File: src/rtl/mdu_sequencer.sv
// mdu_sequencer: sequences multi-cycle multiply/divide operations from EXE.
//
// Latches the operands of an accepted MULT/MULTU/DIV/DIVU/MADD/MADDU/MSUB/MSUBU,
// drives an external fixed-latency multiplier and an iterative divider through a
// start/done handshake, performs MADD/MSUB accumulation locally and stalls EXE
// until a single-cycle HI/LO write-back.
//
// Ports:
//   clk, rst                 clock, asynchronous active-high reset
//   op_valid, md_op          instruction present in EXE and its sub-opcode
//   src_a, src_b             forwarded rs/rt operands
//   flush, dis_wr            abort operation / suppress the HI/LO write
//   hi_in, lo_in             current HI/LO (accumulator source)
//   mul_a, mul_b, mul_signed multiplier operands and signedness
//   mul_product              multiplier result (valid MUL_LAT cycles after launch)
//   div_start, div_abort     one-cycle divider control pulses
//   div_signed               signed divide select
//   div_done, div_quot, div_rem  divider completion and results
//   stall, finish            pipeline hold / operation complete
//   hi_we, lo_we, hi_wdata, lo_wdata  HI/LO write-back
//   busy                     sequencer not idle
module mdu_sequencer #(
    parameter int unsigned MUL_LAT = 3
) (
    input  logic        clk,
    input  logic        rst,
    input  logic        op_valid,
    input  logic [2:0]  md_op,
    input  logic [31:0] src_a,
    input  logic [31:0] src_b,
    input  logic        flush,
    input  logic        dis_wr,
    input  logic [31:0] hi_in,
    input  logic [31:0] lo_in,
    output logic [31:0] mul_a,
    output logic [31:0] mul_b,
    output logic        mul_signed,
    input  logic [63:0] mul_product,
    output logic        div_start,
    output logic        div_abort,
    output logic        div_signed,
    input  logic        div_done,
    input  logic [31:0] div_quot,
    input  logic [31:0] div_rem,
    output logic        stall,
    output logic        finish,
    output logic        hi_we,
    output logic        lo_we,
    output logic [31:0] hi_wdata,
    output logic [31:0] lo_wdata,
    output logic        busy
);

    typedef enum logic [2:0] {
        StIdle,
        StMul,
        StAcc,
        StDivStart,
        StDivWait,
        StDone
    } state_e;

    state_e      state_q, state_d;
    logic [3:0]  cnt_q, cnt_d;
    logic [2:0]  op_q, op_d;
    logic [31:0] a_q, a_d;
    logic [31:0] b_q, b_d;
    logic [63:0] res_q, res_d;
    logic        zero_q, zero_d;
    // Divider results are captured one cycle before use to keep the divider's
    // output paths off the HI/LO write-back timing path.
    logic        done_q;
    logic [31:0] quot_q, quot_d;
    logic [31:0] rem_q, rem_d;

    logic        is_div_in;
    logic [63:0] acc_base;

    assign is_div_in = (md_op[2:1] == 2'b01);
    assign acc_base  = {hi_in, lo_in};

    always_comb begin
        state_d   = state_q;
        cnt_d     = cnt_q;
        op_d      = op_q;
        a_d       = a_q;
        b_d       = b_q;
        res_d     = res_q;
        zero_d    = zero_q;
        quot_d    = div_done ? div_quot : quot_q;
        rem_d     = div_done ? div_rem : rem_q;
        div_start = 1'b0;
        div_abort = 1'b0;
        finish    = 1'b0;
        hi_we     = 1'b0;
        lo_we     = 1'b0;

        unique case (state_q)
            StIdle: begin
                if (op_valid && !flush) begin
                    op_d   = md_op;
                    a_d    = src_a;
                    b_d    = src_b;
                    zero_d = 1'b0;
                    if (is_div_in) begin
                        if (src_b == 32'd0) begin
                            zero_d  = 1'b1;
                            state_d = StDone;
                        end else begin
                            state_d = StDivStart;
                        end
                    end else begin
                        cnt_d   = 4'(MUL_LAT - 1);
                        state_d = StMul;
                    end
                end
            end
            StMul: begin
                if (flush) begin
                    state_d = StIdle;
                end else if (cnt_q == 4'd0) begin
                    res_d   = mul_product;
                    state_d = op_q[2] ? StAcc : StDone;
                end else begin
                    cnt_d = cnt_q - 4'd1;
                end
            end
            StAcc: begin
                if (flush) begin
                    state_d = StIdle;
                end else begin
                    // op_q[1] distinguishes MSUB/MSUBU from MADD/MADDU.
                    res_d   = op_q[1] ? (acc_base - res_q) : (acc_base + res_q);
                    state_d = StDone;
                end
            end
            StDivStart: begin
                if (flush) begin
                    div_abort = 1'b1;
                    state_d   = StIdle;
                end else begin
                    div_start = 1'b1;
                    state_d   = StDivWait;
                end
            end
            StDivWait: begin
                if (flush) begin
                    div_abort = 1'b1;
                    state_d   = StIdle;
                end else if (done_q) begin
                    res_d   = {rem_q, quot_q};
                    state_d = StDone;
                end
            end
            StDone: begin
                state_d = StIdle;
                if (!flush) begin
                    finish = 1'b1;
                    hi_we  = !dis_wr && !zero_q;
                    lo_we  = !dis_wr && !zero_q;
                end
            end
            default: state_d = StIdle;
        endcase
    end

    always_ff @(posedge clk or posedge rst) begin
        if (rst) begin
            state_q <= StIdle;
            cnt_q   <= 4'd0;
            op_q    <= 3'd0;
            a_q     <= 32'd0;
            b_q     <= 32'd0;
            res_q   <= 64'd0;
            zero_q  <= 1'b0;
            done_q  <= 1'b0;
            quot_q  <= 32'd0;
            rem_q   <= 32'd0;
        end else begin
            state_q <= state_d;
            cnt_q   <= cnt_d;
            op_q    <= op_d;
            a_q     <= a_d;
            b_q     <= b_d;
            res_q   <= res_d;
            zero_q  <= zero_d;
            done_q  <= div_done;
            quot_q  <= quot_d;
            rem_q   <= rem_d;
        end
    end

    assign busy       = (state_q != StIdle);
    assign stall      = op_valid && !flush && (state_q != StDone);
    assign mul_a      = a_q;
    assign mul_b      = b_q;
    // Gated by busy so the reset value of op_q (MULT) does not show as signed.
    assign mul_signed = busy && ((op_q == 3'd0) || (op_q == 3'd4) || (op_q == 3'd6));
    assign div_signed = busy && (op_q == 3'd2);
    assign hi_wdata   = res_q[63:32];
    assign lo_wdata   = res_q[31:0];

endmodule

File: config.mk
export PLATFORM = sky130hd
export DESIGN_NAME = mdu_sequencer
export DESIGN_NICKNAME = d
export VERILOG_FILES = /design/src/rtl/mdu_sequencer.sv
export SDC_FILE = /design/constraint.sdc
export NUM_CORES = 1
export LEC_CHECK = 0
export CAP_MARGIN = 20
export CORE_MARGIN = 1.5
export CORE_UTILIZATION = 53
export DETAILED_ROUTE_END_ITERATION = 7
export PLACE_DENSITY_LB_ADDON = 0.2
export SYNTH_ARGS = -nofsm -noshare
export SYNTH_HDL_FRONTEND = slang
export SYNTH_SLANG_ARGS = --single-unit
File: constraint.sdc
create_clock -name clk -period 13.2 [get_ports clk]
set_input_delay 1.98 -clock clk [delete_from_list [all_inputs] [get_ports clk]]
set_output_delay 1.98 -clock clk [all_outputs]
set_load 0.01 [all_outputs]
# == After elaboration in Yosys (flattened, before gate mapping) ==
# Index checks and enable logic that the tools add are counted.
# word_totals
reg_bits,204
inputBits,265
word_cells,87
# op_classes
n_addsub,3
eq_ne,20
muxes,32
n_reduce_logical,22
# ops
cell,count
64-bit 2-to-1 mux,6
64-bit case mux with 3 select lines,1
64-bit adder,1
64-bit subtractor,1
32-bit zero test,1
3-bit 2-to-1 mux,10
4-bit 2-to-1 mux,4
2-bit inequality test (second input constant),8
3-bit case mux with 5 select lines,1
3-bit equality test (second input constant),4
3-bit by 2-bit equality test with 1-bit output (second input constant),3
1-bit 2-to-1 mux,9
3-bit inequality test (second input constant),3
4-bit case mux with 2 select lines,1
3-bit zero test,2
6-bit AND reduction,1
3-bit nonzero test,2
1-bit logical AND,5
5-bit AND reduction,1
4-bit zero test,1
4-bit by 1-bit subtractor with 4-bit output (second input constant),1
3-bit by 1-bit equality test with 1-bit output (second input constant),1
1-bit zero test,3
3-bit AND reduction,1
5 further kinds,6

# == Depth between registers and ports, before layout ==
# Gate-level depths: netlist (run 1).
# depth
ltp_word,5
mapped_depth,21
mapped_depth_nobuf,21

# == Worst setup path after synthesis (run 1) ==
# Ideal clock, no wire load.
# synth_timing
path_type,input port to output port
start,in flush
end,out lo_we
arrival_ns,2.907
t_required_ns,11.220
setup_slack_ns,8.313
stages,3
path_buffers,2
cell_sequence,clkbuf_1 -> nor4_1 -> buf_4
# synth_via
elab_chain_len,2
# synth_lines
element,line_no,rtl
start: declaration,31,"input logic flush,"
1-bit 2-to-1 mux (2 in series),-,
end: declaration,48,"output logic lo_we,"
# Every way passes these cells.

# == Worst setup path after layout (run 1) ==
# layout_timing
start,in flush
end,out lo_we
# layout_via
elab_chain_len,2
# layout_lines
element,line_no,rtl
1-bit 2-to-1 mux,157,if (!flush) begin
1-bit 2-to-1 mux,98,unique case (state_q)
# Every way passes these cells.

==> results of run 1 <==
cell families (layout without fill, tap and decap cells):
logic type / count (synthesis) / count (layout) / synth area share [%]
AOI/OAI and AO/OA: 425 / 425 / 19.2
xor gates and xnor gates: 112 / 112 / 6.97
adders and majority gates: 67 / 67 / 5.97
buffers and inverters: 129 / 497 / 3.72
DFF: 204 / 204 / 36.0
muxes: 139 / 139 / 11.0
other: 0 / 6 / 0
and+or+nand+nor: 495 / 495 / 17.1
registers in the layout, indices dropped and copies added, names as in the netlist:
name / cells
cnt_q: 4
done_q: 1
mul_a: 32
mul_b: 32
op_q: 3
quot_q: 32
rem_q: 32
res_q: 64
state_q: 3
zero_q: 1
layout by cell type, fill, tap and decap left out, types with 45 or more instances in the layout:
master / n
sky130_fd_sc_hd__a21oi_1: 129
sky130_fd_sc_hd__nor2_1: 155
sky130_fd_sc_hd__xnor2_1: 87
sky130_fd_sc_hd__o21ai_0: 79
sky130_fd_sc_hd__mux2_2: 133
sky130_fd_sc_hd__ha_1: 66
sky130_fd_sc_hd__dfrtp_1: 203
sky130_fd_sc_hd__nor3_1: 45
sky130_fd_sc_hd__clkdlybuf4s50_1: 400
sky130_fd_sc_hd__nand2_1: 121
metal layers:
metal	up-vias	global-route usage, %	routed length, µm
met5	-	0	84
met4	12	13.7	1840
met3	138	9.10	4480
met2	666	61.8	24700
met1	6915	44.9	20000
li1	6472	-	-
power groups by stage:
stage / clock [mW] / combinational (mW) / sequential (mW)
finish: 0.761 / 3.70 / 1.12
global route: 0.794 / 4.03 / 1.15
CTS: 0.769 / 3.65 / 1.12
detailed placement: 0 / 3.62 / 1.12
global placement: 0 / 3.58 / 1.11
floorplan: 0 / 2.38 / 1.15
worst max-delay path, cell delays in order:
cell and delay, ps:
sky130_fd_sc_hd__clkdlybuf4s50_1 640, sky130_fd_sc_hd__nor4_1 630, sky130_fd_sc_hd__clkdlybuf4s50_1 650
worst min-delay path by stage:
| stage | slack [ps] | cells past startpoint | from | endpoint |
|---|---|---|---|---|
| after floorplan | 450 | 2 | zero_q$_DFFE_PP0P_ | zero_q$_DFFE_PP0P_ |
| after global placement | 490 | 1 | mul_a[13]$_DFFE_PP0P_ | mul_a[13]$_DFFE_PP0P_ |
| after detailed placement | 490 | 1 | mul_b[7]$_DFFE_PP0P_ | mul_b[7]$_DFFE_PP0P_ |
| after CTS | 510 | 1 | mul_a[10]$_DFFE_PP0P_ | mul_a[10]$_DFFE_PP0P_ |
| after global routing | 510 | 1 | quot_q[4]$_DFFE_PP0P_ | quot_q[4]$_DFFE_PP0P_ |
| final | 510 | 1 | mul_a[10]$_DFFE_PP0P_ | mul_a[10]$_DFFE_PP0P_ |
area by class of cell:
type	instances	area [µm²]
Fill cell	1976	6880
Multi-Input combinational cell	1238	8570
Antenna cell	6	15.0
Sequential cell	204	5110
Clock inverter	10	211
Timing Repair Buffer	410	4080
Tap cell	335	419
Inverter	43	169
Clock buffer	34	688
==> flow_summary_export.csv, run 1 <==
group,metric,value,unit
outcome,outcome,"complete, but fails checks",
outcome,failing_checks,"DRC",
floorplan,effective_utilization_at_floorplan,54.2,%
sta,holdWs,506,ps
finish,finalNetCount,2253,
pwr,fin_total_pwr,5.59,mW
job,drv_cap,0,
clock_network,cts_buffers,24,
pwr,clock_power_share,13.6,%
sta,fmaxAchievable,170,MHz
synthesis,yosys-top-cells-area,"sky130_fd_sc_hd__dfrtp_1 36%, sky130_fd_sc_hd__mux2_2 11%, sky130_fd_sc_hd__ha_1 5.8%",
finish,fin_area,19300,µm²
finish,synthToLayoutAreaGrowth,35.9,%
sta,finalSetupViolCount,0,
clock_network,cts_hold_buf,0,
drt,routed_wirelength,51.1,mm
finish,utilization,73.7,%
drt,drt.antenna.violating_nets,0,
sta,worstMarginPinSlew,943,ps
clock_network,htree_num_levels,1,
drt,drt_first_pass_iters,8,
clock_network,postCtsResizedCells,0,
setup_path,crit_start_category,"primary input",
drt,post_dr_vias_cell,6.23,
hold_path,timing.hold.worst.class,"reg2reg",
synthesis,synth.avg_cell_area,9.02,µm²
pwr,internal_power_component,2.96,mW
synthesis,ys.flop_type,"sky130_fd_sc_hd__dfrtp_1",
setup_path,cp.arrival,3900,ps
synthesis,ys.warnings.count,0,
synthesis,synth_area_leader_cell,"sky130_fd_sc_hd__dfrtp_1",
floorplan,boundaryPins,402,
floorplan,fp-row-count,59,
global_routing,grt_max_degree,105,
global_routing,overflow,0,
pwr,vdd_drop_max,0.180,mV
setup_path,crit_reg_reg_endpoint,"res_q[63]$_DFFE_PP0P_",
clock_network,clock_tree.root_cell,"sky130_fd_sc_hd__clkbuf_16",
floorplan,fp.dieArea,27700,µm²
setup_path,r2r_cells,17,
synthesis,synth-seq-area-share,36.0,%
pwr,p_seq_share,20.1,%
pwr,power.density,290,nW/µm²
synthesis,mappedNetlistNets,1903,
synthesis,synth-edff-count,0,
sta,final.min_clock_period,5880,ps
place,gp_congestion,0.983,
sta,rsz0062_at_grt,"false",
synthesis,synthDistinctLibCells,75,
finish,layout-drive-gt1-share,10.9,%
setup_path,timing_worst_setup_path_type,"in2out",
synthesis,netlist_instances,1571,
floorplan,coreArea,26100,µm²
floorplan,die-width,167,µm
global_routing,track_usage,36.5,%
synthesis,synth_largest_type_area_fraction,36.0,%
synthesis,synth-async-reset-ratio,100,%
setup_path,timing.rr.start,"res_q[18]$_DFFE_PP0P_",
sta,worst_slack,7320,ps
place,pre_cts_slack,7350,ps
drt,drc_errors,14,
synthesis,synth_area,14200,µm²
synthesis,ys_seq_elements,204,
global_routing,grt_first_pass_wirelength,80.4,mm
sta,clock_skew,16.4,ps
global_routing,first_global_vias,14300,
clock_network,worst_setup_hold_path_clk_slew,60,ps
floorplan,dieHeight,167,µm
synthesis,leading_cell_types_by_count_after_synthesis,"204 x sky130_fd_sc_hd__dfrtp_1, 156 x sky130_fd_sc_hd__nor2_1, 133 x sky130_fd_sc_hd__mux2_2",
clock_network,post-cts-setup-buffers,0,
finish,finalNonFillerCells,2280,
pwr,sw_frac_of_total,47.1,%
sta,final_min_period_over_clock_period,44.5,%
place,place_inst,2230,
setup_path,worst_ep_required_time,11220,ps
global_routing,number_of_antenna_violations_at_the_first_check_in_global_routing,13,
place,total_placed_instance_area,18300,µm²
pwr,p_leak,7.76,nW
drt,drtIter0Drc,1191,
drt,route.vias.total,14200,
setup_path,worst_case_register_to_register_setup_slack,7540,ps
setup_path,critical_path.max_fanout,9,
synthesis,post-synth-top-count-cell,"sky130_fd_sc_hd__dfrtp_1",
setup_path,worst_setup_path_endpoint,"lo_we",
drt,wl_per_cell,22.4,µm
pwr,combinationalPowerShare,66.3,%
clock_network,cts_sinks,204,
sta,max_slew_headroom,37.1,%
sta,hold_violations,0,
place,io_buffers,401,
pwr,netSwitchingPower,2.63,mW
clock_network,clock_tree.buffer_depth,3,
setup_path,worst_setup_startpoint,"flush",
clock_network,tritoncts_clock_tree,"built",
sta,setup_tns_final,0,ps
setup_path,timing.critical_path.to_type,"primary output",
sta,finalMaxSlewViolations,0,
place,dp_hpwl,38.0,mm
clock_network,worst_skew_pair.late_latency,540,ps
Power figures use the tool's default switching activity.
==> inputs of run 2 (changes only) <==
CORE_UTILIZATION = 49   (was 53)
clock period = 5.6 ns   (was 13.2 ns; I/O delays follow)
==> run 2 against run 1 <==
The run now ends clean. Hold slack worse by 0.85 ps. Combinational power is 140% higher. Cell count is 2.3% higher. Flip-flop and latch count stayed put. Wire length is 2.8% lower. First-iteration DRC count is 17% lower. Sequential share of layout area hardly changed. Critical path depth is 15 higher. Register-to-register slack worse by 7100 ps. Via count is 2.2% lower. Non-clock buffer count is 9 higher. Critical endpoint is now res_q[63]$_DFFE_PP0P_. Largest power group unchanged.
==> flow_summary_export.csv, run 2 (synthesis results as in run 1) <==
group,metric,value,unit
floorplan,fp-row-count,62,
floorplan,coreArea,28500,µm²
drt,post_dr_vias_cell,5.96,
finish,largest_register_ff_count,64,
global_routing,number_of_antenna_violations_at_the_first_check_in_global_routing,4,
setup_path,worst_ep_required_time,6020,ps
clock_network,clock_tree.buffer_depth,3,
pwr,fin_total_pwr,12.9,mW
sta,fmaxAchievable,193,MHz
floorplan,fp.dieArea,30000,µm²
pwr,vdd_drop_max,0.399,mV
global_routing,grt_max_degree,136,
finish,synthToLayoutAreaGrowth,35.7,%
clock_network,worst_setup_hold_path_clk_slew,60,ps
clock_network,tritoncts_clock_tree,"built",
clock_network,worst_skew_pair.late_latency,540,ps
drt,drc_errors,0,
sta,max_slew_headroom,36.7,%
job,drv_cap,0,
sta,finalMaxSlewViolations,0,
finish,fin_area,19200,µm²
setup_path,cpPeakStageDelay,570,ps
finish,final_cell_mix,"400 x sky130_fd_sc_hd__clkdlybuf4s50_1, 203 x sky130_fd_sc_hd__dfrtp_1, 155 x sky130_fd_sc_hd__nor2_1",
floorplan,effective_utilization_at_floorplan,49.6,%
setup_path,crit_start_category,"flop",
clock_network,post-cts-setup-buffers,0,
drt,drt.antenna.violating_nets,0,
sta,rsz0062_at_grt,"false",
setup_path,worstPathCellList,"or4_4 -> or4_4 -> nor4_1 -> and3_1 -> and3_1 -> nor2_1 -> xnor2_1 -> ha_1 -> a21oi_1 -> nand2_1 -> a21oi_1 -> a21oi_1 -> a2111oi_0 -> buf_4 -> nor3_1 -> o2111ai_1 -> mux2i_1 -> nand3_1",
sta,hold_violations,0,
floorplan,die-width,173,µm
global_routing,grt_first_pass_wirelength,77.7,mm
setup_path,critical_path.max_fanout,5,
finish,layout-drive-gt1-share,11.1,%
global_routing,track_usage,32.6,%
setup_path,worstPathBufferInverterCount,1,
sta,setup_tns_final,0,ps
sta,clock_skew,13.0,ps
clock_network,htree_num_levels,1,
sta,finalSetupViolCount,0,
drt,routed_wirelength,49.7,mm
floorplan,dieHeight,173,µm
setup_path,cp.arrival,5610,ps
sta,final.min_clock_period,5180,ps
drt,route.vias.total,13900,
clock_network,postCtsResizedCells,0,
global_routing,overflow,0,
global_routing,first_global_vias,14000,
finish,n_fill_cell,2387,
sta,final_min_period_over_clock_period,92.6,%
outcome,outcome,"complete, no violations",
floorplan,boundaryPins,402,
setup_path,critical_path.most_common_cell,"sky130_fd_sc_hd__a21oi_1",
pwr,p_leak,7.72,nW
place,gp_congestion,0.966,
clock_network,cts_hold_buf,0,
drt,wl_per_cell,21.3,µm
hold_path,timing.hold.worst.class,"reg2reg",
finish,registers.top_by_ff_count,"res_q",
place,dp_hpwl,37.7,mm
pwr,power.density,672,nW/µm²
place,io_buffers,401,
setup_path,cpLargestDelayFamily,"simple AND/OR/NAND/NOR gates",
sta,worstMarginPinSlew,950,ps
finish,layout_commonest_cell,"sky130_fd_sc_hd__clkdlybuf4s50_1",
setup_path,timing.critical_path.to_type,"flop",
clock_network,clock_tree.root_cell,"sky130_fd_sc_hd__clkbuf_16",
drt,drtIter0Drc,989,
finish,finalNetCount,2262,
drt,drt_first_pass_iters,6,
setup_path,cpMaxStageDelayCell,"sky130_fd_sc_hd__or4_4",
place,total_placed_instance_area,18500,µm²
clock_network,cts_sinks,204,
clock_network,cts_buffers,24,
setup_path,timing_worst_setup_path_type,"reg2reg",
-- run 2: cell count changes in the layout (fill, tap and decap cells not counted) --
cell | before | now
sky130_fd_sc_hd__clkinv_8 | 1 | 0
sky130_fd_sc_hd__clkinv_16 | 0 | 1
sky130_fd_sc_hd__clkbuf_8 | 5 | 2
sky130_fd_sc_hd__clkbuf_1 | 5 | 7
sky130_fd_sc_hd__clkinvlp_4 | 0 | 3
sky130_fd_sc_hd__inv_8 | 1 | 0
sky130_fd_sc_hd__bufinv_16 | 6 | 1
sky130_fd_sc_hd__clkinv_2 | 3 | 5
sky130_fd_sc_hd__buf_12 | 0 | 1
sky130_fd_sc_hd__buf_4 | 10 | 18
sky130_fd_sc_hd__diode_2 | 6 | 2
-- run 2: layout make-up --
type                            count  area, µm²  area share [%]
Clock inverter                      9        100           0.520
Clock buffer                       33        654            3.40
Inverter                           43        165           0.859
Sequential cell                   204       5110            26.5
Tap cell                          384        480            2.50
Timing Repair Buffer              419       4160            21.6
Antenna cell                        2       5.00          0.0260
Multi-Input combinational cell   1238       8570            44.5
-- run 2: power breakdown --
group / switching (mW) / internal (mW) / leakage, nW
Clock: 0.657 / 0.867 / 0.364
Combinational: 4.87 / 3.85 / 4.96
Sequential: 0.644 / 2.03 / 2.39
-- run 2: worst paths after layout --
check                                 startpoint               endpoint  slack (ps)  depth (start not counted)
max                        res_q[18]$_DFFE_PP0P_  res_q[63]$_DFFE_PP0P_         420                         18
min                         rem_q[3]$_DFFE_PP0P_   rem_q[3]$_DFFE_PP0P_         500                          1
max reg2reg                res_q[18]$_DFFE_PP0P_  res_q[63]$_DFFE_PP0P_         420                         18
min reg2reg                 rem_q[3]$_DFFE_PP0P_   rem_q[3]$_DFFE_PP0P_         500                          1
max in group asynchronous                    rst  res_q[35]$_DFFE_PP0P_        3960                          3
min in group asynchronous                    rst  mul_b[20]$_DFFE_PP0P_         830                          3
-- run 2: through the flow --
step                hold slack, ps  worst slack [ps]  utilization (%)  cells
floorplan                      447              1030                -   1571
finish                         505               416             67.4   2332
detailed placement             493               462             64.7   2288
global route                   515              42.8             67.4   2332
global placement               486               478             64.7   2288
CTS                            505               444             67.4   2330
-- run 2: layer usage --
layer | routed length, µm | part of all wire (%) | GRT usage [%]
met5 | 24 | 0.048 | 0
met4 | 1670 | 3.4 | 10.7
met3 | 4270 | 8.6 | 8.16
met2 | 23800 | 48 | 55.0
met1 | 19900 | 40 | 40.9
==> inputs of run 3 (changes only) <==
CORE_UTILIZATION = 44   (was 49)
clock period = 4.59 ns   (was 5.6 ns; I/O delays follow)
==> run 3 against run 2 <==
The run now ends with setup timing left. Flip-flop and latch count stayed put. Die area is 11% higher. Design area is 11% higher. Sequential share of layout area is 2.7 points lower. Power is 45% higher. Critical path type unchanged. Global-route usage is 1.1 points lower. Count of clock-buffer cells in the layout is 4 higher. Clock skew is 0.84 ps lower. Register-to-register slack worse by 600 ps. First-iteration DRC count is 2.3% lower. Combinational power is 53% higher.
==> flow_summary_export.csv, run 3 (synthesis results as in run 1) <==
group,metric,value,unit
outcome,outcome,"complete, but fails checks",
outcome,failing_checks,"setup timing",
clock_network,cts_sinks,204,
finish,finalNetCount,2429,
place,gp_congestion,0.948,
hold_path,min_to,"mul_a[26]$_DFFE_PP0P_",
clock_network,tritoncts_clock_tree,"built",
drt,routed-wl-met3,4.27,mm
drt,drt.antenna.violating_nets,0,
finish,synthToLayoutAreaGrowth,51.2,%
setup_path,cpLargestDelayFamily,"simple AND/OR/NAND/NOR gates",
place,dp_hpwl,40.6,mm
setup_path,worst_setup_startpoint,"res_q[17]$_DFFE_PP0P_",
sta,final.min_clock_period,4770,ps
drt,dr.max_layer_used,"met5",
clock_network,worst_setup_hold_path_clk_slew,60,ps
setup_path,cp.arrival,5180,ps
global_routing,grt_first_pass_wirelength,82.7,mm
setup_path,crit_start_category,"flop",
sta,fmaxAchievable,210,MHz
sta,final_min_period_over_clock_period,104,%
sta,max_slew_headroom,29.3,%
finish,final_cell_mix,"400 x sky130_fd_sc_hd__clkdlybuf4s50_1, 203 x sky130_fd_sc_hd__dfrtp_1, 172 x sky130_fd_sc_hd__buf_4",
floorplan,boundaryPins,402,
setup_path,critical_path.max_fanout,5,
clock_network,clock_tree.buffer_depth,3,
drt,drtIter0Drc,966,
finish,finalNonFillerCells,2524,
setup_path,timing_worst_setup_path_type,"reg2reg",
global_routing,first_global_vias,15000,
pwr,fin_total_pwr,18.8,mW
floorplan,effective_utilization_at_floorplan,44.8,%
setup_path,r2r_cells,18,
place,total_placed_instance_area,19700,µm²
place,io_buffers,401,
drt,post_dr_vias_cell,5.85,
place,place_inst,2461,
floorplan,coreArea,31600,µm²
drt,drc_errors,0,
global_routing,grt_max_degree,135,
setup_path,worstPathCellList,"or4_4 -> or4_4 -> nor4_4 -> and3_4 -> nand4_1 -> nor3_2 -> a21oi_2 -> xnor2_1 -> ha_1 -> a21o_1 -> a21oi_2 -> o21bai_1 -> a21o_1 -> a21o_1 -> a211o_1 -> a31oi_1 -> xor2_1 -> a41oi_1",
drt,routed_wirelength,53.8,mm
floorplan,dieHeight,182,µm
place,pre_cts_slack,-114,ps
finish,largest_register_ff_count,64,
finish,layout_commonest_cell,"sky130_fd_sc_hd__clkdlybuf4s50_1",
drt,route.vias.total,14800,
clock_network,htree_num_levels,1,
sta,holdWs,505,ps
floorplan,die-width,182,µm
global_routing,track_usage,31.5,%
sta,worstMarginPinSlew,1060,ps
pwr,power.density,876,nW/µm²
clock_network,cts_hold_buf,0,
hold_path,timing.hold.worst.class,"reg2reg",
job,drv_cap,0,
setup_path,critical_path.most_common_cell,"sky130_fd_sc_hd__a21o_1",
floorplan,fp.dieArea,33300,µm²
setup_path,cpPeakStageDelay,580,ps
setup_path,worst_ep_required_time,5000,ps
setup_path,timing.rr.start,"res_q[17]$_DFFE_PP0P_",
finish,fin_area,21400,µm²
drt,dr_wl_met2,25.8,mm
sta,finalMaxSlewViolations,0,
drt,wl_per_cell,21.3,µm
floorplan,fp-row-count,65,
setup_path,cpMaxStageDelayCell,"sky130_fd_sc_hd__or4_4",
global_routing,overflow,0,
sta,worst_slack,-180,ps
clock_network,worst_skew_pair.late_latency,560,ps
setup_path,timing.critical_path.to_type,"flop",
setup_path,worst_case_register_to_register_setup_slack,-180,ps
sta,finalSetupViolCount,14,
drt,drt_first_pass_iters,5,
sta,clock_skew,12.2,ps
clock_network,cts_buffers,26,
hold_path,timing.hold.worst_path_depth,1,
clock_network,clock_tree.root_cell,"sky130_fd_sc_hd__clkbuf_16",
setup_path,crit_reg_reg_endpoint,"res_q[62]$_DFFE_PP0P_",
hold_path,worstHoldStart,"mul_a[26]$_DFFE_PP0P_",
pwr,vdd_drop_max,0.431,mV
pwr,p_leak,8.82,nW
sta,hold_violations,0,
setup_path,worstPathBufferInverterCount,0,
drt,total_routed_wire_length_on_the_met1_layer,21.8,mm
global_routing,number_of_antenna_violations_at_the_first_check_in_global_routing,6,
finish,layout-drive-gt1-share,23.1,%
finish,registers.top_by_ff_count,"res_q",
sta,rsz0062_at_grt,"true",
run 3: cell types whose count changed in the layout (fill, tap and decap cells not counted), sizes merged:
cell,before,now
buf,19,184
bufinv,1,6
clkbuf,33,37
diode,2,5
clkinv,6,4
clkinvlp,3,1
inv,42,43
run 3: power breakdown:
| group | internal (mW) | switching (mW) |
|---|---|---|
| registers | 2.48 | 0.648 |
| clock network | 1.53 | 0.865 |
| logic | 6.26 | 6.99 |
| total | 10.3 | 8.50 |
run 3: area by class of cell:
cell class | instances | area [µm²]
multi-input combinational | 1238 | 9160
inverter | 43 | 165
clock inverter | 11 | 238
antenna | 5 | 12.5
clock buffer | 37 | 782
sequential | 204 | 5110
fill | 2549 | 10200
tap | 402 | 503
timing repair buffer | 584 | 5470
run 3: metrics by stage:
step / util (%) / TNS [ps]
CTS: 65.8 / -42.0
finish: 67.8 / -1170
floorplan: - / 0
global placement: 62.3 / -114
global route: 67.7 / -4030
detailed placement: 62.3 / -441
run 3: worst max path at each step:
stage / endpoint / slack (ps) / cells past startpoint
after floorplan: res_q[62]$_DFFE_PP0P_ / 20 / 18
after global placement: res_q[62]$_DFFE_PP0P_ / -90 / 19
after detailed placement: res_q[62]$_DFFE_PP0P_ / -110 / 19
after CTS: res_q[62]$_DFFE_PP0P_ / -30 / 18
after global routing: res_q[62]$_DFFE_PP0P_ / -300 / 18
final: res_q[62]$_DFFE_PP0P_ / -180 / 18
run 3: worst reg2reg max path, cell delays in order (launching register included):
cell                       delay, ps
sky130_fd_sc_hd__dfrtp_1         380
sky130_fd_sc_hd__or4_4           530
sky130_fd_sc_hd__or4_4           580
sky130_fd_sc_hd__nor4_4          430
sky130_fd_sc_hd__and3_4          260
sky130_fd_sc_hd__nand4_1         210
sky130_fd_sc_hd__nor3_2          270
sky130_fd_sc_hd__a21oi_2          80
sky130_fd_sc_hd__xnor2_1         130
sky130_fd_sc_hd__ha_1            310
sky130_fd_sc_hd__a21o_1          190
sky130_fd_sc_hd__a21oi_2         130
sky130_fd_sc_hd__o21bai_1        100
sky130_fd_sc_hd__a21o_1          160
sky130_fd_sc_hd__a21o_1          140
sky130_fd_sc_hd__a211o_1         250
sky130_fd_sc_hd__a31oi_1         170
sky130_fd_sc_hd__xor2_1          190
sky130_fd_sc_hd__a41oi_1         120
run 3: routing by layer:
metal  up-vias  track usage, %
met4         2            10.9
li1       6830               -
met5         -               0
met3       121            7.72
met2       637            53.0
met1      7168            39.5
run 3: timing repair:
item	4_1_cts	5_1_grt
resized for setup	17	127
pin swaps	3	61
buffers inserted	2	9
gates cloned	0	0
setup endpoints to repair	10	31
